**config.mk**
```make
export PLATFORM = sky130hd
export DESIGN_NAME = uart_prot_trig
export DESIGN_NICKNAME = d
export VERILOG_FILES = /design/src/rtl/la_prot_pkg.sv /design/src/rtl/prot_sync.sv /design/src/rtl/uart_prot_trig.sv
export SDC_FILE = /design/constraint.sdc
export NUM_CORES = 1
export LEC_CHECK = 0
export CAP_MARGIN = 40
export CORE_MARGIN = 3
export CORE_UTILIZATION = 45
export DETAILED_ROUTE_END_ITERATION = 6
export GPL_TIMING_DRIVEN = 0
export SLEW_MARGIN = 20
export SYNTH_ARGS = -nofsm -noshare
export SYNTH_HDL_FRONTEND = slang
export SYNTH_SLANG_ARGS = --single-unit
```
**constraint.sdc**
```tcl
create_clock -name clk -period 6.65 [get_ports clk]
set_clock_uncertainty 0.2 [all_clocks]
set_input_delay 1.33 -clock clk [delete_from_list [all_inputs] [get_ports clk]]
set_output_delay 1.33 -clock clk [all_outputs]
set_load 0.01 [all_outputs]
```
**src/rtl/la_prot_pkg.sv**
```systemverilog
// Shared definitions for the logic-analyser protocol triggers (UART, SPI):
// frame FSM states and the minimum usable bit period.
package la_prot_pkg;

  typedef enum logic [1:0] {
    IDLE  = 2'd0,
    START = 2'd1,
    DATA  = 2'd2,
    STOP  = 2'd3
  } prot_state_e;

  localparam int unsigned MIN_BAUD = 4;

  // Bit periods below MIN_BAUD are clamped so the half-period count stays >= 2.
  function automatic logic [15:0] eff_period(input logic [15:0] baud);
    return (baud < 16'(MIN_BAUD)) ? 16'(MIN_BAUD) : baud;
  endfunction

endpackage

```
**src/rtl/prot_sync.sv**
```systemverilog
// Multi-flop synchronizer for an asynchronous serial line plus falling-edge
// detection on the synchronized value. Flops reset to the idle-high level.
module prot_sync #(
  parameter int SYNC_STAGES = 2
) (
  input  logic clk,
  input  logic rst_n,
  input  logic din_i,
  output logic sync_o,
  output logic fall_o
);

  logic [SYNC_STAGES-1:0] sync_q;
  logic                   prev_q;

  always_ff @(posedge clk or negedge rst_n) begin
    if (!rst_n) begin
      sync_q <= '1;
      prev_q <= 1'b1;
    end else begin
      sync_q <= {sync_q[SYNC_STAGES-2:0], din_i};
      prev_q <= sync_q[SYNC_STAGES-1];
    end
  end

  assign sync_o = sync_q[SYNC_STAGES-1];
  assign fall_o = prev_q & ~sync_o;

endmodule

```
**src/rtl/uart_prot_trig.sv**
```systemverilog
// UART byte-match trigger: decodes 8N1 frames on RX and pulses UARTtrig for one
// clk when the masked byte matches. Define UART_PROT_STOP_CHECK_EN to suppress on framing errors.
module uart_prot_trig
  import la_prot_pkg::*;
#(
  parameter int SYNC_STAGES = 2
) (
  input  logic        clk,
  input  logic        rst_n,
  input  logic        RX,
  input  logic [15:0] baud_cnt,
  input  logic [7:0]  match,
  input  logic [7:0]  mask,
  output logic        UARTtrig
);

  logic        rx_sync;
  logic        rx_fall;
  logic        match_hit;
  logic        stop_ok;

  prot_state_e state_q;
  logic [15:0] period_q;
  logic [15:0] cnt_q;
  logic [2:0]  bit_q;
  logic [7:0]  shift_q;
  logic [7:0]  match_q;
  logic [7:0]  mask_q;
  logic        trig_q;

  prot_sync #(.SYNC_STAGES(SYNC_STAGES)) u_sync (
    .clk    (clk),
    .rst_n  (rst_n),
    .din_i  (RX),
    .sync_o (rx_sync),
    .fall_o (rx_fall)
  );

  assign match_hit = (((shift_q ^ match_q) & ~mask_q) == 8'h00);

`ifdef UART_PROT_STOP_CHECK_EN
  assign stop_ok = rx_sync;
`else
  assign stop_ok = 1'b1;
`endif

  // cnt_q counts down to the next sample point; configuration is frozen at frame start.
  always_ff @(posedge clk or negedge rst_n) begin
    if (!rst_n) begin
      state_q  <= IDLE;
      period_q <= '0;
      cnt_q    <= '0;
      bit_q    <= '0;
      shift_q  <= '0;
      match_q  <= '0;
      mask_q   <= '0;
      trig_q   <= 1'b0;
    end else begin
      trig_q <= 1'b0;
      case (state_q)
        IDLE: begin
          if (rx_fall) begin
            period_q <= eff_period(baud_cnt);
            match_q  <= match;
            mask_q   <= mask;
            cnt_q    <= (eff_period(baud_cnt) >> 1) - 16'd1;
            bit_q    <= '0;
            state_q  <= START;
          end
        end
        START: begin
          if (cnt_q == 16'd0) begin
            if (!rx_sync) begin
              cnt_q   <= period_q - 16'd1;
              state_q <= DATA;
            end else begin
              state_q <= IDLE;
            end
          end else begin
            cnt_q <= cnt_q - 16'd1;
          end
        end
        DATA: begin
          if (cnt_q == 16'd0) begin
            shift_q <= {rx_sync, shift_q[7:1]};
            cnt_q   <= period_q - 16'd1;
            bit_q   <= bit_q + 3'd1;
            if (bit_q == 3'd7) state_q <= STOP;
          end else begin
            cnt_q <= cnt_q - 16'd1;
          end
        end
        STOP: begin
          if (cnt_q == 16'd0) begin
            trig_q  <= match_hit & stop_ok;
            state_q <= IDLE;
          end else begin
            cnt_q <= cnt_q - 16'd1;
          end
        end
        default: state_q <= IDLE;
      endcase
    end
  end

  assign UARTtrig = trig_q;

endmodule

```
# After elaboration in Yosys (flattened, before gate mapping)
# Index checks and enable logic that the tools add are counted.
[word_totals] ff_bits=65 out_inout_bits=1 inputBits=35 wordCells=59
[op_classes] n_reduce_logical=9 n_eq_ne=11 addsub=4 n_bitwise=5 n_mux=19 order_cmp=1
[op_table] operator="$mux W16" n=6
[op_table] operator="$pmux W16 S4" n=1
[op_table] operator="$sub A16 B1 Y16 const B" n=2
[op_table] operator="$logic_not A16 Y1" n=1
[op_table] operator="$lt A16 B3 Y1 const B" n=1
[op_table] operator="$sub A15 B1 Y16 const B" n=1
[op_table] operator="$mux W2" n=6
[op_table] operator="$ne A2 B2 Y1 const B" n=6
[op_table] operator="$and A8 B8 Y8" n=1
[op_table] operator="$logic_not A8 Y1" n=1
[op_table] operator="$not A8 Y8" n=1
[op_table] operator="$pmux W2 S4" n=1
[op_table] operator="$xor A8 B8 Y8" n=1
[op_table] operator="$mux W3" n=2
[op_table] operator="$pmux W3 S2" n=1
[op_table] operator="$reduce_and A3 Y1" n=2
[op_table] operator="$reduce_and A5 Y1" n=1
[op_table] operator="$eq A2 B2 Y1 const B" n=2
[op_table] operator="$reduce_and A2 Y1" n=2
[op_table] operator="$add A3 B1 Y3 const B" n=1
[op_table] operator="$eq A3 B3 Y1 const B" n=1
[op_table] operator="$ne A3 B3 Y1 const B" n=1
[op_table] operator="$eq A2 B1 Y1 const B" n=1
[op_table] operator="$logic_not A2 Y1" n=1
[op_table] operator="4 further kinds" n=5

# Logic depth before layout (Yosys ltp)
[logic_depth] word_depth=5 depth_mapped=11 mapped_depth_nobuf=10

# Cells and area by module
# From an unflattened synthesis, not the netlist that was laid out.
[unflattened] cells_unflattened=397 hier_area_um2=4035.1
[modules_own_cells] module="uart_prot_trig" seq_area_each_um2=1551.5 area_per_inst_um2=3942.5 cells_each=393 n_inst=1
[modules_own_cells] module="prot_sync" seq_area_each_um2=78.8 area_per_inst_um2=92.6 cells_each=4 n_inst=1

# Least setup slack after synthesis
# No wires, ideal clock.
[synth_path] path_type="input -> register" start="input port baud_cnt[7]" end="register cnt_q[6]" t_arrival_ns=3.463 path_slack_ns=2.919 path_buffers=0 cell_stages=10 setup_ns=0.067 required_ns=6.383 path_cell_list="nor4_2 > nand4_1 > nand2_1 > ha_1 > or4b_1 > or3_1 > nand3_1 > nand2_1 > o21ai_1 > a32o_1"
[synth_via] elab_chain_len=5
[synth_rtl] item="from (decl)" line_no="uart_prot_trig.sv:11" text="input logic [15:0] baud_cnt,"
[synth_rtl] item="$lt A16 B3 Y1" line_no="la_prot_pkg.sv:16" text="return (baud < 16'(MIN_BAUD)) ? 16'(MIN_BAUD) : baud;"
[synth_rtl] item="$mux W16 *" line_no="la_prot_pkg.sv:16"
[synth_rtl] item="$sub A15 B1 Y16 *" line_no="uart_prot_trig.sv:66" text="cnt_q <= (eff_period(baud_cnt) >> 1) - 16'd1;"
[synth_rtl] item="$mux W16 *" line_no="uart_prot_trig.sv:62" text="if (rx_fall) begin"
[synth_rtl] item="$pmux W16 S4 *" line_no="uart_prot_trig.sv:60" text="case (state_q)"
[synth_rtl] item="to (signal assigned)" line_no="uart_prot_trig.sv:66"
[synth_rtl] item="to (signal assigned)" line_no="uart_prot_trig.sv:74" text="cnt_q <= period_q - 16'd1;"
[synth_rtl] item="to (signal assigned)" line_no="uart_prot_trig.sv:80" text="cnt_q <= cnt_q - 16'd1;"
[synth_rtl] item="to (decl)" line_no="uart_prot_trig.sv:24" text="logic [15:0] cnt_q;"
# Mark *: on every way between the ends. The rest lies on a longest branch, timed or not. The select of a mux whose other input is x is not followed.
# A chain may end at the register's enable or synchronous reset.

# Worst setup path after layout
[layout_path] start="input port baud_cnt[7]" end="register cnt_q[12]"
# Same word-level chain as after synthesis.

==> impl_metrics.py <==
metrics = {
    "timing": {
        "setup_tns_ns": 0,
        "max-slew-margin-rel": 0.5021,
        "min_period_ns": 4.517,
        "timing_worst_slew_pin_value_ns": 0.7400,
        "maxSlewViolCount": 0,
        "timing.final.hold_violations": 0,
        "timing.hold.ws_ns": 0.1694,
        "rsz_0062_raised_after_global_routing": "no",
        "final_min_period_over_clock_period": 0.6793,
        "fmax_ghz": 0.2214,
        "final-setup-viol-count": 0,
    },
    "critical_path": {
        "worst_r2r_startpoint": "cnt_q[0]",
        "worst_setup_path_start_kind": "primary input",
        "critical_path_peak_fanout": 7,
        "setup_crit_path_kind": "in -> reg",
        "critical_path.endpoint_type": "flop",
        "critPathLaunch": "baud_cnt[7]",
        "critical_path_required_ns": 6.69,
        "worstPathArrival_ns": 4.56,
    },
    "synth": {
        "netlist_instances": 404,
        "synth_enable_flop_cells": 0,
        "seq_area_frac_synth": 0.4052,
        "yosys_most_used_dff": "sky130_fd_sc_hd__dfrtp_1",
        "fraction_of_registers_with_async_set_reset": 1.000,
        "ys_seq_elements": 65,
        "synthesis.area_per_instance_um2": 9.960,
        "post_synth_num_cell_types": 57,
        "yosysWarningCount": 0,
        "synthesis.nets": 451,
        "post_synth_instance_area_um2": 4024,
    },
    "cells_and_area": {
        "num-nets-final": 495,
        "multi_input_area_um2": 2267,
        "drive_gt1_frac": 0.1722,
        "layout.filler_cells": 762,
        "ff_latch_area_um2": 1630,
        "synthToLayoutAreaGrowth_pct": 16.70,
        "finish.utilization": 0.5548,
        "finalInstanceArea_um2": 4696,
        "antenna_cells": 0,
    },
    "global_routing": {
        "via_count_of_the_first_global_routing_pass": 3183,
        "grt_total_ovfl": 0,
        "grt_first_pass_wirelength_um": 16510,
        "antenna_found_initial": 0,
        "grt_usage": 0.2094,
        "grt_max_degree": 48,
    },
    "die": {
        "ios": 36,
        "dieArea_um2": 10110,
        "dieHeight_um": 100.6,
        "die_width_um": 100.6,
        "initial_standard_cell_utilization_of_the_core": 0.4754,
        "rows": 33,
        "core_area_um2": 8464,
    },
    "clock_network": {
        "cts_max_path_buffers": 2,
        "cts.clk_slew.worst_paths_ns": 0.08,
        "cts_resized": 0,
        "tritoncts_num_sinks": 65,
        "numCtsBuffers": 9,
        "clkLatencyLatePin_ns": 0.36,
        "cts.root.buffer_cell": "sky130_fd_sc_hd__clkbuf_8",
        "ctsHoldBuffers": 0,
        "cts_post_setup_buffers_inserted": 0,
        "cts.htree.levels": 3,
        "cts_tree": "done",
    },
    "pwr": {
        "power.density_cell_area_nw_per_um2": 433.9,
        "leakage_nw": 1.860,
        "highest_ir_drop_seen_on_vdd_uv": 196.8,
    },
    "route": {
        "mean_routed_wirelength_per_cell_um": 17.95,
        "first_pass_iters": 5,
        "wirelength_um": 10010,
        "route.vias.total": 3266,
        "remaining_drc_errors": 0,
        "antenna_violating_nets_remaining": 0,
        "avgViaCountPerCell": 5.853,
        "iter_0_drt_violations": 170,
    },
    "run_status": {
        "status": "completed",
    },
    "placement": {
        "placement.io_buffers": 32,
        "detailed_place_hpwl_um": 7585,
        "postPlaceCellArea_um2": 4501,
        "weighted_congestion_at_the_end_of_routability_driven_global_placement": 0.9146,
    },
    "min_path": {
        "min-delay-start": "u_sync.sync_q[0]",
        "worstHoldPathType": "reg -> reg",
    },
    "run": {
        "drv.max_cap_violation_count": 0,
    },
}
[worst paths after layout]
path	to	cells past startpoint	slack, ns
min	u_sync.sync_q[1]	0	0.17
max reg2reg	cnt_q[7]	8	4.03
max in group asynchronous	u_sync.prev_q	2	5.05
min reg2reg	u_sync.sync_q[1]	0	0.17
max	cnt_q[12]	11	2.13
min in group asynchronous	bit_q[1]	1	0.64
[layout make-up]
type	count	share of cell area
Multi-Input combinational cell	308	0.4828
Sequential cell	65	0.3472
Inverter	11	0.008793
Timing Repair Buffer	33	0.07354
Buffer	20	0.01812
Clock inverter	6	0.01439
Tap cell	105	0.02798
Clock buffer	10	0.02718
[synthesized netlist by cell type, types with 5 or more instances]
master | instances | area [um2]
sky130_fd_sc_hd__mux2_2 | 39 | 439.2
sky130_fd_sc_hd__o22ai_1 | 8 | 50.05
sky130_fd_sc_hd__buf_2 | 5 | 25.02
sky130_fd_sc_hd__ha_1 | 12 | 150.1
sky130_fd_sc_hd__nand4_1 | 10 | 62.56
sky130_fd_sc_hd__inv_1 | 11 | 41.29
sky130_fd_sc_hd__o21ai_0 | 11 | 55.05
sky130_fd_sc_hd__a22o_1 | 8 | 70.07
sky130_fd_sc_hd__o21ai_1 | 13 | 65.06
sky130_fd_sc_hd__nand3_1 | 10 | 50.05
sky130_fd_sc_hd__dfrtp_1 | 62 | 1551
sky130_fd_sc_hd__nor4_1 | 7 | 43.79
sky130_fd_sc_hd__nor2_1 | 25 | 93.84
sky130_fd_sc_hd__xnor2_1 | 20 | 175.2
sky130_fd_sc_hd__nand2_1 | 39 | 146.4
sky130_fd_sc_hd__xor2_1 | 14 | 122.6
sky130_fd_sc_hd__a21oi_1 | 19 | 95.09
sky130_fd_sc_hd__nor3_1 | 7 | 35.03
sky130_fd_sc_hd__clkbuf_1 | 14 | 52.55
[report_power, final]
part	internal (W)	switching (W)
Sequential	0.000553	0.000176
Clock	0.000174	0.000169
Combinational	0.000423	0.000543
Total	0.00115	0.000888
[layer usage]
metal / track usage / wire length [um]
met4: 0.07668 / 143
met2: 0.3053 / 4305
met5: 0 / 0
met1: 0.3103 / 4917
met3: 0.03668 / 648
[sequential cells by signal (all words and copies together), names as in the netlist, named ones only]
register and flops:
bit_q 3, shift_q 8, UARTtrig 1, state_q 1, mask_q 8, period_q 16, u_sync.prev_q 1, cnt_q 16
u_sync.sync_q 2, match_q 8
[cell usage in the layout, fill, tap and decap left out, types with 3 or more instances in the layout]
| master | instances |
|---|---|
| sky130_fd_sc_hd__inv_1 | 11 |
| sky130_fd_sc_hd__clkdlybuf4s50_1 | 31 |
| sky130_fd_sc_hd__a22o_1 | 8 |
| sky130_fd_sc_hd__nand2_1 | 39 |
| sky130_fd_sc_hd__buf_2 | 5 |
| sky130_fd_sc_hd__xor2_1 | 14 |
| sky130_fd_sc_hd__nand2b_1 | 3 |
| sky130_fd_sc_hd__nand4_1 | 10 |
| sky130_fd_sc_hd__o21ai_1 | 13 |
| sky130_fd_sc_hd__nand4b_1 | 4 |
| sky130_fd_sc_hd__xnor2_1 | 20 |
| sky130_fd_sc_hd__o21ai_0 | 11 |
| sky130_fd_sc_hd__mux2_2 | 39 |
| sky130_fd_sc_hd__nor4b_1 | 3 |
| sky130_fd_sc_hd__mux2i_1 | 4 |
| sky130_fd_sc_hd__nor3_1 | 7 |
| sky130_fd_sc_hd__o31ai_1 | 4 |
| sky130_fd_sc_hd__o41ai_1 | 3 |
| sky130_fd_sc_hd__nor2_1 | 25 |
| sky130_fd_sc_hd__nand3_1 | 10 |
| sky130_fd_sc_hd__nor3b_1 | 3 |
| sky130_fd_sc_hd__a211oi_1 | 4 |
| sky130_fd_sc_hd__clkbuf_1 | 15 |
| sky130_fd_sc_hd__dfstp_2 | 3 |
| sky130_fd_sc_hd__nor4_1 | 7 |
| sky130_fd_sc_hd__o22ai_1 | 8 |
| sky130_fd_sc_hd__ha_1 | 12 |
| sky130_fd_sc_hd__clkbuf_8 | 9 |
| sky130_fd_sc_hd__or3_1 | 3 |
| sky130_fd_sc_hd__a21oi_1 | 19 |
| sky130_fd_sc_hd__dfrtp_1 | 62 |
[kinds of logic after synthesis]
kind of cell	share of synthesized area
AO/OA/AOI/OAI	0.1427
XOR/XNOR	0.07401
adder cells (fa/ha/maj)	0.03731
buffers and inverters	0.03141
flip-flops	0.4052
multiplexers	0.1191
AND/OR/NAND/NOR	0.1903
[per-stage QoR]
step                instances  total power (W)  setup slack (ns)
CTS                       558         0.002033             2.180
floorplan                 404         0.001417             2.919
global route              558         0.002192             1.915
finish                    558         0.002037             2.133
detailed placement        542         0.001687             1.798
global placement          541         0.001668             1.832
[critical path: stages]
cell                              delay [ns]
sky130_fd_sc_hd__clkdlybuf4s50_1        0.49
sky130_fd_sc_hd__nor4_2                 0.60
sky130_fd_sc_hd__nand4_1                0.35
sky130_fd_sc_hd__nand2_1                0.22
sky130_fd_sc_hd__ha_1                   0.22
sky130_fd_sc_hd__nor4b_1                0.58
sky130_fd_sc_hd__nand4b_1               0.19
sky130_fd_sc_hd__xor2_1                 0.26
sky130_fd_sc_hd__a21oi_1                0.12
sky130_fd_sc_hd__o21ai_1                0.13
sky130_fd_sc_hd__nand2_1                0.07
No activity file was read; power rests on OpenSTA's default activity.
